`src/rtl/primitive_assembler.sv`:
```
// Groups decoded vertices into points, lines and triangles and hands each
// result (or a Draw token) to the rasterizer through a valid/ready register.
module primitive_assembler #(
    parameter int VERTEX_WIDTH = 32,
    parameter int COUNT_WIDTH  = 16
) (
    input  logic                    CLK,
    input  logic                    RESET,
    input  logic                    StartPrimitive,
    input  logic [3:0]              PrimitiveType,
    input  logic                    EndPrimitive,
    input  logic                    Draw,
    input  logic                    NewVertex,
    input  logic [VERTEX_WIDTH-1:0] Vertex,
    output logic                    Stall,
    input  logic                    out_ready,
    output logic                    out_valid,
    output logic [1:0]              out_cmd,
    output logic [3:0]              out_type,
    output logic [VERTEX_WIDTH-1:0] out_v0,
    output logic [VERTEX_WIDTH-1:0] out_v1,
    output logic [VERTEX_WIDTH-1:0] out_v2,
    output logic [COUNT_WIDTH-1:0]  prim_count,
    output logic                    err
);
    typedef enum logic {IDLE, ASSEMBLE} state_t;

    localparam logic [3:0] P_POINT  = 4'd0;
    localparam logic [3:0] P_LINES  = 4'd1;
    localparam logic [3:0] P_LSTRIP = 4'd2;
    localparam logic [3:0] P_TRI    = 4'd3;
    localparam logic [3:0] P_TSTRIP = 4'd4;
    localparam logic [3:0] P_TFAN   = 4'd5;

    state_t                  state, state_nx;
    logic [3:0]              ptype, ptype_nx;
    logic [1:0]              cnt, cnt_nx;
    logic                    parity, parity_nx;
    logic [VERTEX_WIDTH-1:0] slot_a, slot_a_nx, slot_b, slot_b_nx;

    logic                    consume, emit, err_set;
    logic [1:0]              e_cmd;
    logic [3:0]              e_type;
    logic [VERTEX_WIDTH-1:0] e_v0, e_v1, e_v2;
    logic [2:0]              nflags;

    assign Stall   = out_valid & ~out_ready;
    assign consume = ~Stall;
    assign nflags  = 3'(StartPrimitive) + 3'(EndPrimitive)
                   + 3'(Draw) + 3'(NewVertex);

    always_comb begin
        state_nx  = state;
        ptype_nx  = ptype;
        cnt_nx    = cnt;
        parity_nx = parity;
        slot_a_nx = slot_a;
        slot_b_nx = slot_b;
        emit      = 1'b0;
        err_set   = (nflags > 3'd1);
        e_cmd     = 2'b00;
        e_type    = 4'd0;
        e_v0      = '0;
        e_v1      = '0;
        e_v2      = '0;
        if (StartPrimitive) begin
            cnt_nx    = 2'd0;
            parity_nx = 1'b0;
            if (PrimitiveType <= P_TFAN) begin
                state_nx = ASSEMBLE;
                ptype_nx = PrimitiveType;
            end else begin
                state_nx = IDLE;
                err_set  = 1'b1;
            end
        end else if (EndPrimitive) begin
            state_nx = IDLE;
            cnt_nx   = 2'd0;
        end else if (Draw) begin
            emit  = 1'b1;
            e_cmd = 2'b01;
        end else if (NewVertex) begin
            if (state == IDLE) begin
                err_set = 1'b1;
            end else begin
                // Fill slots A/B first; later vertices close a primitive
                unique case (ptype)
                    P_POINT: begin
                        emit = 1'b1;
                        e_v0 = Vertex;
                    end
                    P_LINES, P_LSTRIP: begin
                        if (cnt == 2'd0) begin
                            slot_a_nx = Vertex;
                            cnt_nx    = 2'd1;
                        end else begin
                            emit   = 1'b1;
                            e_type = P_LINES;
                            e_v0   = slot_a;
                            e_v1   = Vertex;
                            if (ptype == P_LINES) cnt_nx = 2'd0;
                            else slot_a_nx = Vertex;
                        end
                    end
                    P_TRI, P_TSTRIP, P_TFAN: begin
                        if (cnt == 2'd0) begin
                            slot_a_nx = Vertex;
                            cnt_nx    = 2'd1;
                        end else if (cnt == 2'd1) begin
                            slot_b_nx = Vertex;
                            cnt_nx    = 2'd2;
                        end else begin
                            emit   = 1'b1;
                            e_type = P_TRI;
                            e_v0   = slot_a;
                            e_v1   = slot_b;
                            e_v2   = Vertex;
                            if (ptype == P_TRI) begin
                                cnt_nx = 2'd0;
                            end else if (ptype == P_TFAN) begin
                                slot_b_nx = Vertex;
                            end else begin
                                if (parity) begin
                                    e_v0 = slot_b;
                                    e_v1 = slot_a;
                                end
                                slot_a_nx = slot_b;
                                slot_b_nx = Vertex;
                                parity_nx = ~parity;
                            end
                        end
                    end
                    default: err_set = 1'b1;
                endcase
            end
        end
    end

    always_ff @(posedge CLK or posedge RESET) begin
        if (RESET) begin
            state  <= IDLE;
            ptype  <= '0;
            cnt    <= '0;
            parity <= 1'b0;
            slot_a <= '0;
            slot_b <= '0;
            err    <= 1'b0;
        end else if (consume) begin
            state  <= state_nx;
            ptype  <= ptype_nx;
            cnt    <= cnt_nx;
            parity <= parity_nx;
            slot_a <= slot_a_nx;
            slot_b <= slot_b_nx;
            err    <= err | err_set;
        end
    end

    always_ff @(posedge CLK or posedge RESET) begin
        if (RESET) begin
            out_valid  <= 1'b0;
            out_cmd    <= '0;
            out_type   <= '0;
            out_v0     <= '0;
            out_v1     <= '0;
            out_v2     <= '0;
            prim_count <= '0;
        end else begin
            if (out_valid && out_ready && out_cmd == 2'b00)
                prim_count <= prim_count + 1'b1;
            if (consume && emit) begin
                out_valid <= 1'b1;
                out_cmd   <= e_cmd;
                out_type  <= e_type;
                out_v0    <= e_v0;
                out_v1    <= e_v1;
                out_v2    <= e_v2;
            end else if (out_ready) begin
                out_valid <= 1'b0;
            end
        end
    end
endmodule

```
`config.mk`:
```
export PLATFORM = sky130hd
export DESIGN_NAME = primitive_assembler
export DESIGN_NICKNAME = d
export VERILOG_FILES = /design/src/rtl/primitive_assembler.sv
export SDC_FILE = /design/constraint.sdc
export NUM_CORES = 1
export LEC_CHECK = 0
export BUFFER_PORTS_ARGS = -buffer_cell sky130_fd_sc_hd__buf_2
export CAP_MARGIN = 5
export CORE_ASPECT_RATIO = 0.6
export CORE_MARGIN = 4
export CORE_UTILIZATION = 51
export DETAILED_ROUTE_END_ITERATION = 8
export PLACE_DENSITY = 0.76
export SYNTH_ARGS = -nofsm -noshare
export SYNTH_HDL_FRONTEND = slang
export SYNTH_SLANG_ARGS = --single-unit
```
`constraint.sdc`:
```
create_clock -name CLK -period 6.59 [get_ports CLK]
set_clock_uncertainty 0.15 [all_clocks]
set_input_delay 1.318 -clock CLK [delete_from_list [all_inputs] [get_ports CLK]]
set_output_delay 1.318 -clock CLK [all_outputs]
set_load 0.03 [all_outputs]
```
==> reports/results.tsv <==
metric	value	unit
final-setup-viol-count	0	
final-max-slew-violation-count	0	
die_area	21100	sq um
endpoint_kind	primary output	
dp_hpwl	14.5	mm
layout.area.seq	4730	sq um
outcome	finished clean	
cts_max_level	4	
async_flop_share	100	%
cts_tree	done	
diodes	0	
wirelength	23.4	mm
p_total	2710	uW
drt_iter0_markers	403	
gp_congestion	0.880	
firstDrtPassIters	6	
p_leak	0.00529	uW
fin_nets	971	
synth_most_common_cell	dfrtp_1	
synth_ff_type	dfrtp_1	
holdWs	319	ps
synthDistinctLibCells	60	
power_density	247	nW/um^2
syn_avg_cell_area	12.0	sq um
wl_per_cell	19.9	microns
crit_buf_inv	3	
ys_ff_latch	189	
slowest_delay	240	ps
path_clk_slew	80	ps
tightest_slew	1190	ps
syn_area	9560	sq um
path_delay_family	buffers and inverters	
cts_resized	0	
fp.coreArea	18200	sq um
ys_seq_area_share	49.5	%
drc	0	
grt_start_max_net_pins	190	
area_delta_synth_final	14.9	%
grt_usage	22.7	%
drive_gt1_share	30.7	%
cp_data_required_time	5120	ps
dp_cells	1145	
grt_pass1_vias	6834	
post_cts_buffers	0	
die_h	114	microns
critPathSlowestCell	buf_2	
arrival	2100	ps
numCtsBuffers	17	
start_util	52.5	%
crit_chain	buf_2 -> nand2b_1 -> inv_1 -> buf_2	
io_pins	164	
insertion_delay	430	ps
antenna_found_initial	0	
clockBufferDepth	2	
rsz0062_at_grt	false	
peakVddDrop	0.000194	V
yosysWarnings	0	
final_cells	1177	
multi_input_area	4320	sq um
cp_common_cell	buf_2	
timing.final.ws_setup	3030	ps
synth_common_cells	dfrtp_1 (189), nand2_1 (77), mux2i_1 (64)	
root_buffer	clkbuf_16	
slew_headroom	20.8	%
finalSetupTns	0	ps
portBuffers	160	
syn_inst	797	
cap_viol_max_count	0	
period_needed	3560	ps
cts.sinks	189	
crit_path_start_kind	input port	
hold_viol	0	
fin_crit_sh	54.1	%
critPathKind	in2out	
n_fill_cell	1457	
overflow	0	
grt_pass1_wl	38.0	mm
cp_max_fo	6	
dp_worst_setup_slack	2760	ps
drt-vias-per-instance	5.85	
hold_class	reg2reg	
drtAntennaViolNets	0	
synth_top_area_cell	dfrtp_1	
die_x	185	microns
synth_area_leaders	dfrtp_1 (49%), o2bb2ai_2 (8.6%), mux2_1 (6.7%)	
fp-row-count	38	
synth_edf_count	0	
hold_buffers	0	
synth_top_area_share	49.5	%
vias	6887	
fmax	0.281	GHz
-- sequential cells by signal, summed over array words and instances (netlist names) --
register,flops
out_v1,32
prim_count,16
err,1
slot_b,32
out_valid,1
parity,1
out_cmd,1
out_v2,32
out_v0,32
ptype,4
state,1
slot_a,32
out_type,2
cnt,2
-- per-layer routing --
layer	GRT usage, %	routed length, microns	up-vias
met5	0	0	-
met4	4.50	214	0
met3	4.02	1510	19
met2	34.0	10400	258
met1	35.0	11300	3466
li1	-	-	3144
-- report_power, final --
group / switching, uW / internal [uW]
combinational: 215 / 129
clock: 481 / 585
sequential: 73.5 / 1220
total: 770 / 1940
-- final timing paths --
kind / from / to / slack (ps) / cells after the start
setup / recovery: out_ready / Stall / 3030 / 4
hold / removal: prim_count[15] / prim_count[15] / 320 / 1
setup reg to reg: ptype[2] / out_v2[15] / 3290 / 6
hold reg to reg: prim_count[15] / prim_count[15] / 320 / 1
max in group asynchronous: RESET / out_cmd[0] / 4470 / 3
min in group asynchronous: RESET / out_v2[21] / 970 / 3
-- cell families (layout without fill, tap and decap cells) --
logic type	Yosys count	count (layout)	share of synthesized area [%]
adder cells (fa/ha/maj)	4	4	0.602
flip-flops	189	189	49.5
XOR/XNOR	17	17	1.64
multiplexers	135	135	15.1
other	1	3	0.0392
buffers and inverters	101	239	5.72
AND/OR/NAND/NOR	134	134	7.11
AO/OA/AOI/OAI	216	216	20.3
-- through the flow --
| stage | utilization, % | instance area (sq um) |
|---|---|---|
| floorplan | - | 9570 |
| global placement | 57.0 | 10400 |
| detailed placement | 57.0 | 10400 |
| CTS | 60.3 | 11000 |
| global route | 60.3 | 11000 |
| finish | 60.3 | 11000 |
-- cells in the final DEF (no fill, tap or decap), types with 7 or more instances in the layout --
| cell type | n |
|---|---|
| o2bb2ai_1 | 9 |
| dfrtp_1 | 189 |
| a22o_1 | 34 |
| mux2i_1 | 64 |
| inv_1 | 38 |
| a21oi_1 | 34 |
| mux2_1 | 57 |
| buf_2 | 160 |
| o2bb2ai_2 | 55 |
| o21ai_1 | 11 |
| a22oi_1 | 32 |
| mux2_2 | 14 |
| xnor2_1 | 11 |
| clkbuf_16 | 17 |
| buf_4 | 7 |
| nand2_1 | 77 |
| o21ai_0 | 25 |
| nor2_1 | 7 |
-- area by class of cell --
cell class                 count  share of cell area, %
sequential                   189                   43.1
multi-input combinational    509                   39.3
timing repair buffer         168                   7.95
clock buffer                  18                   4.00
tap                          240                   2.73
clock inverter                14                   1.57
inverter                      39                   1.37
Note: power is estimated with default switching activity, not from simulation.
